`config.mk`:
```
export PLATFORM = sky130hd
export DESIGN_NAME = uart_tx_drain
export DESIGN_NICKNAME = d
export VERILOG_FILES = /design/src/rtl/uart_tx_drain.sv
export SDC_FILE = /design/constraint.sdc
export NUM_CORES = 1
export LEC_CHECK = 0
export ABC_CLOCK_PERIOD_IN_PS = 1600
export BUFFER_PORTS_ARGS = -buffer_cell sky130_fd_sc_hd__buf_2
export CAP_MARGIN = 20
export CORE_MARGIN = 4
export CORE_UTILIZATION = 38
export DETAILED_ROUTE_END_ITERATION = 10
export SETUP_SLACK_MARGIN = 0.15
export SLEW_MARGIN = 20
export SYNTH_ARGS = -nofsm -noshare
export SYNTH_HDL_FRONTEND = slang
export SYNTH_SLANG_ARGS = --single-unit
```
`constraint.sdc`:
```
create_clock -name clk -period 1.6 [get_ports clk]
set_input_delay 0.16 -clock clk [delete_from_list [all_inputs] [get_ports clk]]
set_output_delay 0.16 -clock clk [all_outputs]
set_load 0.02 [all_outputs]
```
`src/rtl/uart_tx_drain.sv`:
```
// 8N1 UART transmitter that drains a first-word-fall-through FIFO; pops on the frame's last cycle, tx falls one edge after the pop.
// Optional even-parity bit between data and stop bits when UART_TX_PARITY_EN is defined.
module uart_tx_drain #(
    parameter int CLKS_PER_BIT = 16,
    parameter int STOP_BITS    = 1
) (
    input  logic       clk,
    input  logic       rst_n,
    input  logic [7:0] fifo_dout,
    input  logic       fifo_empty,
    output logic       fifo_rd_en,
    output logic       tx,
    output logic       busy,
    output logic       tx_done
);

    localparam int            CW        = $clog2(CLKS_PER_BIT);
    localparam logic [CW-1:0] BIT_LAST  = CW'(CLKS_PER_BIT - 1);
    localparam logic          STOP_LAST = 1'(STOP_BITS - 1);

`ifdef UART_TX_PARITY_EN
    typedef enum logic [2:0] {S_IDLE, S_START, S_DATA, S_PARITY, S_STOP} state_t;
`else
    typedef enum logic [2:0] {S_IDLE, S_START, S_DATA, S_STOP} state_t;
`endif

    state_t        state_q, state_d;
    logic [CW-1:0] bit_cnt_q, bit_cnt_d;
    logic [2:0]    bit_idx_q, bit_idx_d;
    logic          stop_idx_q, stop_idx_d;
    logic [7:0]    shreg_q, shreg_d;
    logic          tx_q, tx_d;
`ifdef UART_TX_PARITY_EN
    logic          par_q, par_d;
`endif

    logic bit_end;
    logic frame_last;

    always_comb begin
        state_d    = state_q;
        bit_cnt_d  = bit_cnt_q;
        bit_idx_d  = bit_idx_q;
        stop_idx_d = stop_idx_q;
        shreg_d    = shreg_q;
`ifdef UART_TX_PARITY_EN
        par_d      = par_q;
`endif
        bit_end    = (bit_cnt_q == '0);
        frame_last = (state_q == S_STOP) && bit_end && (stop_idx_q == STOP_LAST);
        tx_done    = rst_n && frame_last;
        fifo_rd_en = rst_n && !fifo_empty && ((state_q == S_IDLE) || frame_last);

        if (state_q != S_IDLE) begin
            bit_cnt_d = bit_end ? BIT_LAST : bit_cnt_q - 1'b1;
        end

        case (state_q)
            S_START: begin
                if (bit_end) begin
                    state_d   = S_DATA;
                    bit_idx_d = 3'd0;
                end
            end
            S_DATA: begin
                if (bit_end) begin
                    shreg_d   = {1'b0, shreg_q[7:1]};
                    bit_idx_d = bit_idx_q + 3'd1;
                    if (bit_idx_q == 3'd7) begin
`ifdef UART_TX_PARITY_EN
                        state_d    = S_PARITY;
`else
                        state_d    = S_STOP;
`endif
                        stop_idx_d = 1'b0;
                    end
                end
            end
`ifdef UART_TX_PARITY_EN
            S_PARITY: begin
                if (bit_end) begin
                    state_d    = S_STOP;
                    stop_idx_d = 1'b0;
                end
            end
`endif
            S_STOP: begin
                if (bit_end) begin
                    if (stop_idx_q == STOP_LAST) begin
                        state_d = S_IDLE;
                    end else begin
                        stop_idx_d = stop_idx_q + 1'b1;
                    end
                end
            end
            default: ;
        endcase

        // A pop overrides the frame-end return to IDLE so frames run back-to-back.
        if (fifo_rd_en) begin
            state_d   = S_START;
            bit_cnt_d = BIT_LAST;
            shreg_d   = fifo_dout;
`ifdef UART_TX_PARITY_EN
            par_d     = ^fifo_dout;
`endif
        end

        // tx is registered: drive the level belonging to the state being entered.
        case (state_d)
            S_START:  tx_d = 1'b0;
            S_DATA:   tx_d = shreg_d[0];
`ifdef UART_TX_PARITY_EN
            S_PARITY: tx_d = par_d;
`endif
            default:  tx_d = 1'b1;
        endcase
    end

    always_ff @(posedge clk) begin
        if (!rst_n) begin
            state_q    <= S_IDLE;
            bit_cnt_q  <= '0;
            bit_idx_q  <= 3'd0;
            stop_idx_q <= 1'b0;
            shreg_q    <= 8'h00;
            tx_q       <= 1'b1;
`ifdef UART_TX_PARITY_EN
            par_q      <= 1'b0;
`endif
        end else begin
            state_q    <= state_d;
            bit_cnt_q  <= bit_cnt_d;
            bit_idx_q  <= bit_idx_d;
            stop_idx_q <= stop_idx_d;
            shreg_q    <= shreg_d;
            tx_q       <= tx_d;
`ifdef UART_TX_PARITY_EN
            par_q      <= par_d;
`endif
        end
    end

    assign tx   = tx_q;
    assign busy = (state_q != S_IDLE);

endmodule

```
# After elaboration in Yosys (flattened, before gate mapping)
# Index checks and enable logic that the tools add are counted.
# classes
n_addsub	3
mux	22
bitwise	1
eq_ne	10
n_reduce_logical	18
# ops
op	count
3-bit 2-to-1 mux	8
8-bit 2-to-1 mux	3
4-bit 2-to-1 mux	3
2-bit nonzero test	5
3-bit by 2-bit == test with 1-bit output, second input constant	3
3-bit case mux with 3 select lines	1
2-bit != test, second input constant	4
3-bit by 1-bit == test with 1-bit output, second input constant	2
3-bit case mux with 2 select lines	1
1-bit logical AND	5
4-bit logical NOT	1
1-bit 2-to-1 mux	4
1-bit case mux with 2 select lines	2
4-bit AND reduction	1
4-bit by 1-bit subtractor with 4-bit output, second input constant	1
3-bit by 1-bit adder with 3-bit output, second input constant	1
3-bit == test, second input constant	1
3-bit logical NOT	1
3-bit AND reduction	1
3-bit nonzero test	1
2-bit AND reduction	1
1-bit adder, second input constant	1
1-bit logical NOT	1
1-bit logical OR	1
1-bit inverter	1
# word_totals
output_inout_bits	4
register_bits	20
inputBits	11
elab_cells	61

# Logic depth before layout (Yosys ltp)
# Gate-level depths: netlist of the first run.
# logic_depth
depth_word	8
ltp_mapped	8
ltp_nobuf	7

# Least setup slack after synthesis of the first run
# OpenSTA, ideal clock, no wires.
# synth_timing
kind	flip-flop to flip-flop
start	register bit_cnt_q[0]
end	register tx_q (netlist: tx)
synth_period_minus_slack_ns	1.601
arrival_time_ns	1.535
t_required_ns	1.534
path_buffers	1
setup_ns	0.066
path_stages_with_launch	8
path_slack_ns	-0.001
path_cell_list	dfxtp_1 -> inv_1 -> ha_1 -> nor3b_4 -> nand3b_2 -> buf_6 -> mux2_4 -> a21oi_2
# synth_via
elab_chain_cells	8
elab_cells_between_ends	16
classes_between	eq/ne: 2; mux: 9; reduce/logical: 5
# synth_lines
element	line_no	rtl
from (decl)	28	logic [CW-1:0] bit_cnt_q, bit_cnt_d;
from (signal assigned)	133	bit_cnt_q <= bit_cnt_d;
4-bit logical NOT (*)	49	bit_end = (bit_cnt_q == '0);
branches (longest 6 deep; another with 3-bit 2-to-1 mux)	-	
1-bit case mux with 2 select lines (*)	110	case (state_d)
to (signal assigned)	137	tx_q <= tx_d;
to (decl)	32	logic tx_q, tx_d;
# Every way passes the cells marked *. The select of a mux whose other input is x is not followed.
# A chain may end at the register's enable or synchronous reset.

# Worst setup path after layout of the first run
# layout_timing
start	register bit_cnt_q[1]
end	output port tx_done
# layout_via
elab_chain_cells	4
# layout_lines
element	line_no	rtl
4-bit logical NOT	49	
1-bit logical AND (2 in a row)	50	frame_last = (state_q == S_STOP) && bit_end && (stop_idx_q == STOP_LAST);
1-bit logical AND	51	tx_done = rst_n && frame_last;
to (decl)	14	output logic tx_done
# No other way between the ends.

==> summary.txt, run 1 <==
Worst setup path
  – Cell chain of the critical path: inv_2 > ha_4 > nor4b_4 > nand2_2 > nor2_2 > buf_6
  – CP Max Fanout: 3
  – Reg2reg end: state_q[0]
  – Startpoint types: register
  – Reg-to-reg slack, setup: 0.03 ns
  – Worst path required time: 1.44 ns
  – Crit path buf inv count: 2
  – CP delay by family, top: simple AND/OR/NAND/NOR gates
  – RR Startpoint: bit_cnt_q[1]
  – CP max stage delay: 0.34 ns
  – Slowest CP cell: dfxtp_2
  – CP Capture Type: output port
  – CP arrival: 1.47 ns
  – WS Path Type: reg -> out
  – Worst r2r path cells: 9

Cells and area
  – ANT cells: 0
  – Area Overhead vs Synth: 46.8%
  – Share of post-route cells with drive strength above 1: 50.6%
  – # nets final: 169
  – Final instance area: 1480 um^2

Outcome
  – Failing checks: negative setup slack
  – Outcome: finished, violations left

Pwr
  – Worst VDD drop: 648 uV
  – P_leak: 0.709 nW
  – Power per cell area: 822 nW/um^2
  – Power after layout: 1.22 mW

Synthesis
  – Syn_nets: 127
  – Synth top area share: 37.6%
  – Cell area after synthesis: 1010 um^2
  – Syn Inst Count: 113
  – Mean post-synth cell area: 8.95 um^2
  – Top area cells in the synthesized netlist: dfxtp_1, a21oi_1, mux2i_1, o21ai_0, ha_1
  – Ys flop type: dfxtp_1
  – Asr flop ratio synth: 0%
  – Post-synth top cells: dfxtp_1, a21oi_1, nand2_1, o21ai_0
  – Flops & latches, synth: 19
  – Post-synthesis cell type count: 38
  – Most frequent cell after synthesis: dfxtp_1
  – Post-synth EDFFs: 0
  – Post-synth top area cell: dfxtp_1
  – Yosys warnings: 0
  – Sequential area share after synthesis: 37.6%

Floorplanning
  – Area of the die: 3550 um^2
  – I/O pins: 15
  – # rows: 18
  – Initial core utilization: 40.4%
  – Core box area: 2500 um^2
  – Chip width: 59.6 um
  – Die H: 59.6 um

Placed design
  – Placed instance area: 1160 um^2
  – Port-buffer cells: 14
  – Hpwl dp: 1.56 mm
  – Routability cong.: 0.893

Route
  – Drt wl/cell: 14.3 um
  – Total iterations of the first detailed-routing run: 4
  – ANT nets after route: 0
  – Total number of vias: 993
  – Vias per cell: 5.40
  – Final wirelength: 2.64 mm
  – Detailed-route DRC error count: 0
  – First DRT Iteration DRCs: 17

CTS
  – Root buffer cell: clkbuf_4
  – CTS tree: built
  – Inserted Clock Buffers: 3
  – Reg clk slew, reported paths: 0.11 ns
  – Worst-skew pair later-pin latency: 0.30 ns
  – Clock Path Buffers: 2
  – Post-CTS Hold Fix Bufs: 0
  – H-tree level count: 1
  – Clk sink count: 19

Timing
  – Fin. max-slew vios: 0
  – Tmin final: 1.63 ns
  – Worst slew margin: 78.2%
  – Period utilisation layout: 102%
  – Peak Freq: 613 MHz
  – Final WS setup: -0.0325 ns
  – Final setup viols: 2
  – Clock skew after layout: 0.00800 ns
  – RSZ-0062 raised after global routing: yes
  – Actual slew at the worst max-slew pin: 0.325 ns
  – Final hold vios: 0

Worst hold path
  – Hold crit path type: in -> reg
  – Hold_sp: fifo_dout[0]
  – Worst Hold Depth: 2
  – Hold endpoint: shreg_q[0]

Global routing
  – Initial antenna violation count: 0
  – Grt ovf: 0
  – Largest net degree at the start of global routing: 12
  – Gr usage total: 14.9%
  – First-pass GRT wire length: 4.03 mm
  – Number of global-route vias before repair: 953

Job
  – Max_cap viols: 0
## registers in the layout, indices dropped and copies added (netlist names)
register   flops
bit_cnt_q      4
bit_idx_q      3
shreg_q        8
state_q        3
tx             1
## final cells by class
class,count,area [um^2]
clock inverter,1,5.00
fill,218,1020
timing repair buffer,43,335
clock buffer,3,22.5
inverter,6,22.5
sequential,19,393
multi-input combinational,82,668
tap,30,37.5
## where the power goes
part           switching, mW  internal [mW]  leakage [nW]
clock network          0.156         0.0933        0.0177
logic                  0.179          0.230         0.533
registers             0.0443          0.518         0.159
## worst max path at each step
stage	end	start	slack, ns	cells past startpoint
finish	tx_done	bit_cnt_q[1]	-0.03	6
CTS	fifo_rd_en	bit_cnt_q[0]	-0.02	6
global route	tx_done	bit_cnt_q[1]	-0.11	6
floorplan	tx	bit_cnt_q[1]	0.08	7
detailed placement	shreg_q[4]	bit_cnt_q[2]	0.02	5
global placement	shreg_q[5]	bit_cnt_q[2]	0.03	5
## routing by layer
layer | track usage [%] | vias up | share of wire (%)
li1 | - | 492 | -
met2 | 24.8 | 32 | 48
met1 | 19.3 | 459 | 44
met3 | 3.92 | 10 | 4.9
met4 | 3.16 | 0 | 2.7
met5 | 0 | - | 0
## layout by cell type (no fill, tap or decap), types with 4 or more instances in the layout
cell     synthesis  layout
dfxtp_1         19      13
a21oi_1         14      11
dfxtp_2          0       4
buf_4            1      18
nor2_1           7       6
buf_6            1      12
o21ai_1          0       5
buf_2            3      13
mux2i_1          7       7
a21oi_2          1       4
nand2_1         10       8
## through the flow
step	setup WS (ns)	std cells	hold WS [ns]	util, %	setup TNS (ns)
after floorplan	0.0848	113	0.277	-	0
after global placement	0.0326	159	0.367	46.2	0
after detailed placement	0.0181	159	0.373	46.2	0
after CTS	-0.0159	179	0.0452	55.0	-0.0224
after global routing	-0.108	184	0.0481	59.4	-0.358
final	-0.0325	184	0.0517	59.4	-0.0348
## kinds of logic (layout without fill, tap and decap cells)
group,count (synthesis),after routing,synth area share [%]
adder cells (fa/ha/maj),3,3,3.71
multiplexers,8,8,8.42
AO/OA/AOI/OAI,35,35,21.2
AND/OR/NAND/NOR,35,35,22.3
buffers and inverters,12,53,5.94
flip-flops,19,19,37.6
XOR/XNOR,1,1,0.866
## repair_timing
action / CTS / global route
setup endpoints to repair: 19 / 21
cloned: 1 / 0
buffers inserted: 15 / 5
pin swaps: 6 / 17
gates resized for setup: 26 / 18
Power figures use the tool's default switching activity.
==> inputs of run 2 (changes only) <==
--- a/config.mk
+++ b/config.mk
@@ -8,7 +8,6 @@
 export ABC_CLOCK_PERIOD_IN_PS = 1600
 export BUFFER_PORTS_ARGS = -buffer_cell sky130_fd_sc_hd__buf_2
 export CAP_MARGIN = 20
-export CORE_MARGIN = 4
 export CORE_UTILIZATION = 38
 export DETAILED_ROUTE_END_ITERATION = 10
 export SETUP_SLACK_MARGIN = 0.15
==> summary.txt, run 2 (synthesis gave the netlist of run 1 again) <==
Floorplanning
  – Core box area: 2500 um^2
  – Die H: 53.6 um
  – # rows: 18
  – Initial core utilization: 40.4%
  – Chip width: 53.6 um
  – Area of the die: 2870 um^2
  – I/O pins: 15

CTS
  – Reg clk slew, reported paths: 0.11 ns
  – Root buffer cell: clkbuf_4
  – H-tree level count: 1
  – Worst-skew pair later-pin latency: 0.30 ns
  – Clock Path Buffers: 2
  – Inserted Clock Buffers: 3
  – CTS tree: built
  – Clk sink count: 19

Placed design
  – Port-buffer cells: 14
  – Pre-CTS setup slack: 0.0400 ns
  – Placed cells: 159
  – Routability cong.: 0.763
  – Hpwl dp: 1.45 mm

Cells and area
  – Finished Layout Cells: 180
  – Biggest regs: shreg_q (8), bit_cnt_q (4)
  – Largest register FFs: 8
  – # nets final: 165
  – Most flop-heavy register: shreg_q
  – Most frequent cells in the layout: buf_4, dfxtp_1, buf_2
  – ANT cells: 0
  – Area Overhead vs Synth: 51.5%
  – Share of post-route cells with drive strength above 1: 52.7%
  – Commonest non-fill, non-tap cell in the layout: buf_4

Route
  – Top sig layer: met4
  – Vias per cell: 5.42
  – Final wirelength: 2.58 mm
  – Total number of vias: 976
  – Drt wl/cell: 14.3 um
  – Metal3 WL: 112 um
  – First DRT Iteration DRCs: 20
  – Total iterations of the first detailed-routing run: 4
  – DR WL met2: 1.22 mm
  – M1 WL: 1.23 mm
  – ANT nets after route: 0
  – Detailed-route DRC error count: 0

Worst setup path
  – Reg-to-reg slack, setup: 0.04 ns
  – CP max stage delay: 0.36 ns
  – Startpoint types: register
  – RR Startpoint: bit_cnt_q[0]
  – Worst r2r path cells: 8
  – CP Capture Type: output port
  – Worst path required time: 1.44 ns
  – Reg2reg end: shreg_q[7]
  – CP delay by family, top: flip-flops
  – Slowest CP cell: dfxtp_2
  – Cell chain of the critical path: inv_2 > ha_4 > nor4bb_4 > a22oi_2 > buf_12 > inv_6 > buf_6
  – Crit path buf inv count: 4
  – WS Path Type: reg -> out
  – CP arrival: 1.55 ns
  – CP Max Fanout: 4

Worst hold path
  – Hold crit path type: in -> reg
  – Hold endpoint: shreg_q[0]
  – Hold_sp: fifo_dout[0]
  – Worst Hold Depth: 2

Global routing
  – Initial antenna violation count: 0
  – Number of global-route vias before repair: 876
  – Grt ovf: 0
  – First-pass GRT wire length: 4.00 mm
  – Gr usage total: 19.4%
  – Largest net degree at the start of global routing: 11

Timing
  – RSZ-0062 raised after global routing: yes
  – Actual slew at the worst max-slew pin: 0.342 ns
  – Final WS setup: -0.106 ns
  – Final setup viols: 2
  – Worst slew margin: 77.0%
  – Tmin final: 1.71 ns
  – Hold_ws: 0.0611 ns
  – Final hold vios: 0
  – Clock skew after layout: 0.00400 ns
  – Period utilisation layout: 107%
  – Fin. max-slew vios: 0
  – Peak Freq: 586 MHz

Outcome
  – Failing checks: negative setup slack
  – Outcome: finished, violations left

Pwr
  – P_leak: 0.703 nW
  – Power per cell area: 803 nW/um^2
  – Power after layout: 1.23 mW
  – Worst VDD drop: 723 uV

Job
  – Max_cap viols: 0
## run 2: layout make-up
cell class                 count  area, um^2
clock buffer                   4        26.3
fill                         186         968
inverter                       6        27.5
multi-input combinational     82         716
sequential                    19         393
tap                           30        37.5
timing repair buffer          39         332
## run 2: stage by stage
stage	setup TNS (ns)	area (um^2)	utilization [%]
finish	-0.195	1530	61.3
global route	-0.373	1530	61.3
CTS	-0.188	1370	54.9
detailed placement	0	1170	46.7
global placement	0	1170	46.7
floorplan	0	1030	-
## run 2: worst reg2reg max path, cell delays in order, from the launching register on
cell and delay (ns):
dfxtp_2 0.36, inv_2 0.05, ha_4 0.17, nor4bb_4 0.15
a22oi_2 0.23, buf_12 0.15, buf_4 0.17, nand3_1 0.09
a21oi_1 0.13
## run 2: how the worst max path moves through the flow
stage / startpoint / end / depth (start not counted)
after floorplan: bit_cnt_q[1] / tx / 7
after global routing: bit_cnt_q[0] / fifo_rd_en / 7
final: bit_cnt_q[0] / fifo_rd_en / 7
after CTS: bit_cnt_q[0] / fifo_rd_en / 7
after detailed placement: bit_cnt_q[1] / shreg_q[4] / 7
after global placement: bit_cnt_q[1] / fifo_rd_en / 7
## run 2: metal layers
metal	vias up	GRT usage (%)
met3	2	6.50
met1	472	26.0
met4	0	3.07
met2	21	30.4
met5	-	0
li1	481	-
## run 2: power by group
group          total, mW  leakage, nW  switching [mW]  internal (mW)
Sequential         0.562        0.159          0.0462          0.516
Clock              0.252       0.0150           0.155         0.0972
Combinational      0.415        0.529           0.188          0.227
Total               1.23        0.703           0.389          0.840
## run 2: timing repair
action / CTS / global route
hold buffers: 0 / 0
pin swaps: 4 / 8
setup buffers: 12 / 3
setup endpoints to repair: 12 / 21
gates resized for setup: 19 / 30
cloned: 1 / 1
